--- src/rtl/alu_rr_arbiter_if.sv ---
// Request/response bundle between two requesters, the shared-ALU arbiter and the result consumer.
// The master side is the requesters plus the consumer; the slave side is the arbiter.
interface alu_rr_arbiter_if #(
  parameter int WIDTH = 8
);
  logic             req0_valid;
  logic             req0_op;
  logic [WIDTH-1:0] req0_a;
  logic [WIDTH-1:0] req0_b;
  logic             req0_ready;
  logic             req1_valid;
  logic             req1_op;
  logic [WIDTH-1:0] req1_a;
  logic [WIDTH-1:0] req1_b;
  logic             req1_ready;
  logic             rsp_valid;
  logic             rsp_ready;
  logic             rsp_id;
  logic [WIDTH-1:0] rsp_result;
  logic             busy;

  modport master (
    output req0_valid, req0_op, req0_a, req0_b,
    input  req0_ready,
    output req1_valid, req1_op, req1_a, req1_b,
    input  req1_ready,
    input  rsp_valid, rsp_id, rsp_result, busy,
    output rsp_ready
  );

  modport slave (
    input  req0_valid, req0_op, req0_a, req0_b,
    output req0_ready,
    input  req1_valid, req1_op, req1_a, req1_b,
    output req1_ready,
    output rsp_valid, rsp_id, rsp_result, busy,
    input  rsp_ready
  );
endinterface

--- src/rtl/alu_rr_arbiter.sv ---
// Round-robin arbiter sharing one add/subtract ALU between two requesters.
// Flow: grant in IDLE, one EXEC cycle through the ALU, then hold the tagged result in RESP.

module alu_addsub #(
  parameter int WIDTH = 8
) (
  input  logic             op,
  input  logic [WIDTH-1:0] a,
  input  logic [WIDTH-1:0] b,
  output logic [WIDTH-1:0] y
);
  // Add when op is 1, otherwise a - b; the result wraps modulo 2^WIDTH
  always_comb begin
    if (op) begin
      y = a + b;
    end else begin
      y = a - b;
    end
  end
endmodule

module alu_rr_arbiter #(
  parameter int WIDTH = 8
) (
  input logic             clk,
  input logic             rst_n,
  alu_rr_arbiter_if.slave bus
);
  typedef enum logic [1:0] {
    ST_IDLE = 2'd0,
    ST_EXEC = 2'd1,
    ST_RESP = 2'd2
  } state_t;

  state_t           state_r;
  logic             last_r;
  logic             op_r;
  logic             id_r;
  logic [WIDTH-1:0] a_r;
  logic [WIDTH-1:0] b_r;
  logic             rsp_valid_r;
  logic             rsp_id_r;
  logic [WIDTH-1:0] rsp_result_r;
  logic             busy_r;
  logic [WIDTH-1:0] alu_y_s;
  logic             grant_valid_s;
  logic             grant_id_s;
  logic             grant_ok_s;

  // Pick the requester to serve; on a tie the one not served last wins
  always_comb begin
    grant_valid_s = 1'b0;
    grant_id_s    = 1'b0;
    if (bus.req0_valid && bus.req1_valid) begin
      grant_valid_s = 1'b1;
      grant_id_s    = ~last_r;
    end else if (bus.req0_valid) begin
      grant_valid_s = 1'b1;
      grant_id_s    = 1'b0;
    end else if (bus.req1_valid) begin
      grant_valid_s = 1'b1;
      grant_id_s    = 1'b1;
    end else begin
      grant_valid_s = 1'b0;
      grant_id_s    = 1'b0;
    end
  end

  // rst_n gating keeps both readies low while reset is held
  assign grant_ok_s     = rst_n && (state_r == ST_IDLE) && grant_valid_s;
  assign bus.req0_ready = grant_ok_s && !grant_id_s;
  assign bus.req1_ready = grant_ok_s && grant_id_s;

  alu_addsub #(.WIDTH(WIDTH)) u_alu (
    .op (op_r),
    .a  (a_r),
    .b  (b_r),
    .y  (alu_y_s)
  );

  // Control FSM with request latch and registered response
  always_ff @(posedge clk or negedge rst_n) begin
    if (!rst_n) begin
      state_r      <= ST_IDLE;
      last_r       <= 1'b1;
      op_r         <= 1'b0;
      id_r         <= 1'b0;
      a_r          <= {WIDTH{1'b0}};
      b_r          <= {WIDTH{1'b0}};
      rsp_valid_r  <= 1'b0;
      rsp_id_r     <= 1'b0;
      rsp_result_r <= {WIDTH{1'b0}};
      busy_r       <= 1'b0;
    end else begin
      case (state_r)
        ST_IDLE: begin
          if (grant_ok_s) begin
            op_r    <= grant_id_s ? bus.req1_op : bus.req0_op;
            a_r     <= grant_id_s ? bus.req1_a  : bus.req0_a;
            b_r     <= grant_id_s ? bus.req1_b  : bus.req0_b;
            id_r    <= grant_id_s;
            last_r  <= grant_id_s;
            busy_r  <= 1'b1;
            state_r <= ST_EXEC;
          end else begin
            state_r <= ST_IDLE;
          end
        end
        ST_EXEC: begin
          rsp_result_r <= alu_y_s;
          rsp_id_r     <= id_r;
          rsp_valid_r  <= 1'b1;
          state_r      <= ST_RESP;
        end
        ST_RESP: begin
          if (bus.rsp_ready) begin
            rsp_valid_r <= 1'b0;
            busy_r      <= 1'b0;
            state_r     <= ST_IDLE;
          end else begin
            state_r <= ST_RESP;
          end
        end
        default: begin
          rsp_valid_r <= 1'b0;
          busy_r      <= 1'b0;
          state_r     <= ST_IDLE;
        end
      endcase
    end
  end

  assign bus.rsp_valid  = rsp_valid_r;
  assign bus.rsp_id     = rsp_id_r;
  assign bus.rsp_result = rsp_result_r;
  assign bus.busy       = busy_r;
endmodule

--- src/flat_wrapper.sv ---
// flat-port wrapper written by rule: the top's interface ports become plain ports
module alu_rr_arbiter_flat 
#(
  parameter int WIDTH = 8
)
  (clk, rst_n, bus_req0_valid, bus_req0_op, bus_req0_a, bus_req0_b, bus_req0_ready, bus_req1_valid, bus_req1_op, bus_req1_a, bus_req1_b, bus_req1_ready, bus_rsp_valid, bus_rsp_id, bus_rsp_result, bus_busy, bus_rsp_ready);
  alu_rr_arbiter_if #(.WIDTH(WIDTH)) bus_i ();
  input logic clk;
  input logic rst_n;
  input wire logic [$bits(bus_i.req0_valid)-1:0] bus_req0_valid;
  input wire logic [$bits(bus_i.req0_op)-1:0] bus_req0_op;
  input wire logic [$bits(bus_i.req0_a)-1:0] bus_req0_a;
  input wire logic [$bits(bus_i.req0_b)-1:0] bus_req0_b;
  output wire logic [$bits(bus_i.req0_ready)-1:0] bus_req0_ready;
  input wire logic [$bits(bus_i.req1_valid)-1:0] bus_req1_valid;
  input wire logic [$bits(bus_i.req1_op)-1:0] bus_req1_op;
  input wire logic [$bits(bus_i.req1_a)-1:0] bus_req1_a;
  input wire logic [$bits(bus_i.req1_b)-1:0] bus_req1_b;
  output wire logic [$bits(bus_i.req1_ready)-1:0] bus_req1_ready;
  output wire logic [$bits(bus_i.rsp_valid)-1:0] bus_rsp_valid;
  output wire logic [$bits(bus_i.rsp_id)-1:0] bus_rsp_id;
  output wire logic [$bits(bus_i.rsp_result)-1:0] bus_rsp_result;
  output wire logic [$bits(bus_i.busy)-1:0] bus_busy;
  input wire logic [$bits(bus_i.rsp_ready)-1:0] bus_rsp_ready;
  assign bus_i.req0_valid = bus_req0_valid;
  assign bus_i.req0_op = bus_req0_op;
  assign bus_i.req0_a = bus_req0_a;
  assign bus_i.req0_b = bus_req0_b;
  assign bus_req0_ready = bus_i.req0_ready;
  assign bus_i.req1_valid = bus_req1_valid;
  assign bus_i.req1_op = bus_req1_op;
  assign bus_i.req1_a = bus_req1_a;
  assign bus_i.req1_b = bus_req1_b;
  assign bus_req1_ready = bus_i.req1_ready;
  assign bus_rsp_valid = bus_i.rsp_valid;
  assign bus_rsp_id = bus_i.rsp_id;
  assign bus_rsp_result = bus_i.rsp_result;
  assign bus_busy = bus_i.busy;
  assign bus_i.rsp_ready = bus_rsp_ready;
  alu_rr_arbiter #(.WIDTH(WIDTH)) u_core (.clk(clk), .rst_n(rst_n), .bus(bus_i));
endmodule
--- config.mk ---
export PLATFORM = sky130hd
export DESIGN_NAME = alu_rr_arbiter_flat
export DESIGN_NICKNAME = d
export VERILOG_FILES = /design/src/rtl/alu_rr_arbiter_if.sv /design/src/rtl/alu_rr_arbiter.sv /design/src/flat_wrapper.sv
export SDC_FILE = /design/constraint.sdc
export NUM_CORES = 1
export LEC_CHECK = 0
export BUFFER_PORTS_ARGS = -buffer_cell sky130_fd_sc_hd__buf_4
export CORE_ASPECT_RATIO = 0.5
export CORE_MARGIN = 3
export CORE_UTILIZATION = 25
export CTS_CLUSTER_SIZE = 25
export DETAILED_ROUTE_END_ITERATION = 16
export GPL_TIMING_DRIVEN = 0
export PLACE_DENSITY_LB_ADDON = 0.12
export SYNTH_ARGS = -nofsm -noshare
export SYNTH_HDL_FRONTEND = slang
export SYNTH_SLANG_ARGS = --single-unit
--- constraint.sdc ---
create_clock -name clk -period 3 [get_ports clk]
set_clock_uncertainty 0.2 [all_clocks]
set_input_delay 0.15 -clock clk [delete_from_list [all_inputs] [get_ports clk]]
set_output_delay 0.15 -clock clk [all_outputs]
set_load 0.1 [all_outputs]
==> metrics <==
run status finished, final reports clean; type of the tightest min-delay check in2async; antenna violations before repair 0; overall routed net length 4.29 mm; synthesized netlist net count 222; clock tree root driver cell sky130_fd_sc_hd__clkbuf_16; data required time of the worst path just under 3000 ps; share of layout cells above drive strength 1 between 20% and 30%; post-route ant nets 0; Synth top area share between 40% and 50%; overall power consumption around 3.2 mW; Yosys reg bits 32; count of final setup violators 0; total number of vias 1518; layout-stage area growth over the synthesis result 56.5%; endpoints failing hold 0; violation count after the first detailed-routing iteration 39; number of filler cells placed in the layout 653; summed instance area of the synthesized netlist 1770 um^2; switching part of the total 48.1%; number of instances resized during post-cts repair 0; crit-path most repeated cell sky130_fd_sc_hd__ha_1; Slew Viols, Final 0; slowest stage delay, CP 420 ps; Max Fanout on Critical Path 5; Detail Placement HPWL between 3 and 4 mm; count of maximum capacitance violations 0; internal portion of total power 1.68 mW; Worst IR Drop VDD 274 uV; P_sw between 1.5 and 2 mW; die area 8190 um^2; mean post-synth cell area 10.2 um^2; clock latency reported for the late side of the worst-skew pair 270 ps; Yosys warning count 0; detailed-route DRC error count 0; Routed wire per std cell 12.0 um; Max transition margin 66.7%; Initial Utilization 27.4%; largest net degree at the start of global routing 34; top cell types by occurrence after synthesis 31 x sky130_fd_sc_hd__dfrtp_1, 26 x sky130_fd_sc_hd__nand2_1, 22 x sky130_fd_sc_hd__o21ai_1, 17 x sky130_fd_sc_hd__mux2i_1, 9 x sky130_fd_sc_hd__nor2_1; worst reg2reg path depth 11; number of rows created at floorplan 20; Crit. End Element flip-flop; number of antenna cells inserted 0; startpoint type of the worst setup path flip-flop; top flip-flop cell by instance count after synthesis sky130_fd_sc_hd__dfrtp_1; share of the clock period used by the worst path about 89%; RD Place Congestion 0.753; Vert. Die Dim 65.5 um; signal arrival time at the worst endpoint about 2600 ps; static leakage power between 1 and 1.5 nW; type of the worst setup path reg2reg; final sum of negative setup slack 0 ps; library cell with the largest summed area after synthesis sky130_fd_sc_hd__dfrtp_1; standard cell core area 6460 um^2; capturing point of the worst reg2reg path u_core.bus.rsp_result[7]; count of input and output buffers 51; GRT Resource Usage Total a little under an eighth; vias in the first global route 1590; clock tree from TritonCTS built; worst reg2reg startpoint u_core.b_r[0]; H-tree levels 2; cell types occupying the most area after synthesis sky130_fd_sc_hd__dfrtp_1 44%, sky130_fd_sc_hd__mux2i_1 9.6%, sky130_fd_sc_hd__o21ai_1 6.2%; share of the yosys chip area belonging to registers 45.3%; Gate Count Post-Synth approximately 170; net total in the final layout 316; cells along the critical path inv_1 > ha_1 > nor3b_1 > nor2_1 > xor2_1 > ha_1 > a21o_1 > a31o_1 > a21oi_1 > xnor2_1 > o21ai_1; RSZ-0062 raised after global routing false; portion of total power attributed to the clock network 15.6%; EDFF count, synth 0; global-route wire length before repair approximately 7.4 mm; Reg2Reg Setup Slack 320 ps; most frequently used cell type in the post-synthesis netlist sky130_fd_sc_hd__dfrtp_1; Crit-path slowest cell sky130_fd_sc_hd__dfrtp_1; first-pass iteration count of the detailed router 4; I/O pin count 52; die extent in x 125 um; post-route minimum period 2680 ps; clock buffer depth 2; clock buffers created by TritonCTS 5; Cell Pwr Density around 1200 nW/um^2; hold buffers post-CTS 36; Remaining Overflow, GRT 0; combinational power share between 60% and 70%; Synth cell types 37; peak clock frequency supported by timing 0.373 GHz; Post-CTS Setup Inserts 0; fraction of power consumed by sequential logic 23.4%; via density per instance about 4.3; Worst Tran Pin Value 499 ps; asr flop ratio synth 100%; clock transition at the registers of the reported paths around 50 ps; clock net sink count 32
==> worst max-delay path by stage <==
stage	end	cells after the start	slack, ps	start
floorplan	bus_req0_ready	5	420	u_core.state_r[0]
CTS	u_core.bus.rsp_result[7]	11	330	u_core.b_r[0]
global route	u_core.bus.rsp_result[7]	11	160	u_core.b_r[0]
finish	u_core.bus.rsp_result[7]	11	320	u_core.b_r[0]
global placement	u_core.bus.rsp_result[7]	11	390	u_core.b_r[0]
detailed placement	u_core.bus.rsp_result[7]	11	350	u_core.b_r[0]
==> metal layers <==
layer,global-route usage (%),vias up,part of all wire [%]
met1,16.1,682,53
met3,3.65,5,4.7
met4,3.24,0,1.1
met5,0,-,0
met2,16.6,35,42
li1,-,796,-
==> flip-flops by register name, indices dropped and copies added, names as in the netlist <==
| name | cells |
|---|---|
| u_core.bus.busy | 1 |
| u_core.a_r | 8 |
| u_core.bus.rsp_result | 8 |
| u_core.bus.rsp_id | 1 |
| u_core.id_r | 1 |
| u_core.b_r | 8 |
| u_core.last_r | 1 |
| u_core.op_r | 1 |
| u_core.state_r | 2 |
| u_core.bus.rsp_valid | 1 |
==> power groups by stage <==
stage | Combinational (mW) | Clock, mW | Sequential (mW)
after detailed placement | 1.93 | 0 | 0.766
after global routing | 2.16 | 0.537 | 0.784
after floorplan | 0.985 | 0 | 1.26
after global placement | 1.90 | 0 | 0.763
final | 1.97 | 0.504 | 0.756
after CTS | 2.00 | 0.518 | 0.759
==> placed cells by master, fill, tap and decap left out, types with 3 or more instances in the layout <==
cell type | synthesis | routed
sky130_fd_sc_hd__nand2_1 | 26 | 26
sky130_fd_sc_hd__a21oi_1 | 4 | 4
sky130_fd_sc_hd__xor2_1 | 7 | 7
sky130_fd_sc_hd__mux2i_1 | 17 | 17
sky130_fd_sc_hd__clkbuf_16 | 0 | 5
sky130_fd_sc_hd__nor2_1 | 9 | 9
sky130_fd_sc_hd__a21o_1 | 5 | 5
sky130_fd_sc_hd__buf_4 | 0 | 51
sky130_fd_sc_hd__xnor2_1 | 5 | 5
sky130_fd_sc_hd__clkbuf_1 | 3 | 5
sky130_fd_sc_hd__ha_1 | 8 | 8
sky130_fd_sc_hd__dlygate4sd3_1 | 0 | 36
sky130_fd_sc_hd__o21ai_1 | 22 | 22
sky130_fd_sc_hd__dfrtp_1 | 31 | 31
sky130_fd_sc_hd__buf_2 | 4 | 4
sky130_fd_sc_hd__nor3b_1 | 3 | 3
sky130_fd_sc_hd__mux2_1 | 3 | 3
==> cell type report <==
cell class	count	area [um^2]	share of cell area, %
plain buffers	9	47.5	1.72
clock buffers	8	146	5.28
inverters	3	11.3	0.407
multi-input cells	130	910	32.8
flip-flops and latches	32	802	29.0
well taps	88	110	3.97
repair buffers	87	743	26.8
==> stage by stage <==
stage	hold WS (ps)	utilization (%)	worst slack (ps)	instances	cell area, um^2
final	150	42.9	321	357	2770
after CTS	174	42.9	334	357	2770
after detailed placement	-79.0	35.1	348	313	2260
after global placement	-82.7	35.1	392	313	2260
after floorplan	-346	-	421	174	1770
after global routing	203	42.9	157	357	2770
==> critical path, delay by kind of cell, from the launching register on <==
family,cells,cell delay [ps]
fa+ha+maj,2,490
compound gates,4,630
xor+xnor,2,390
buf+inv,1,70
flops,1,420
simple gates,2,350
==> cell families after synthesis <==
group	Yosys count	synth area share [%]
buf+inv	12	3.32
simple gates	46	12.1
fa+ha+maj	9	6.78
xor+xnor	12	5.94
flops	32	45.3
compound gates	42	14.4
mux	21	12.2
(Power assumes the default switching activity.)
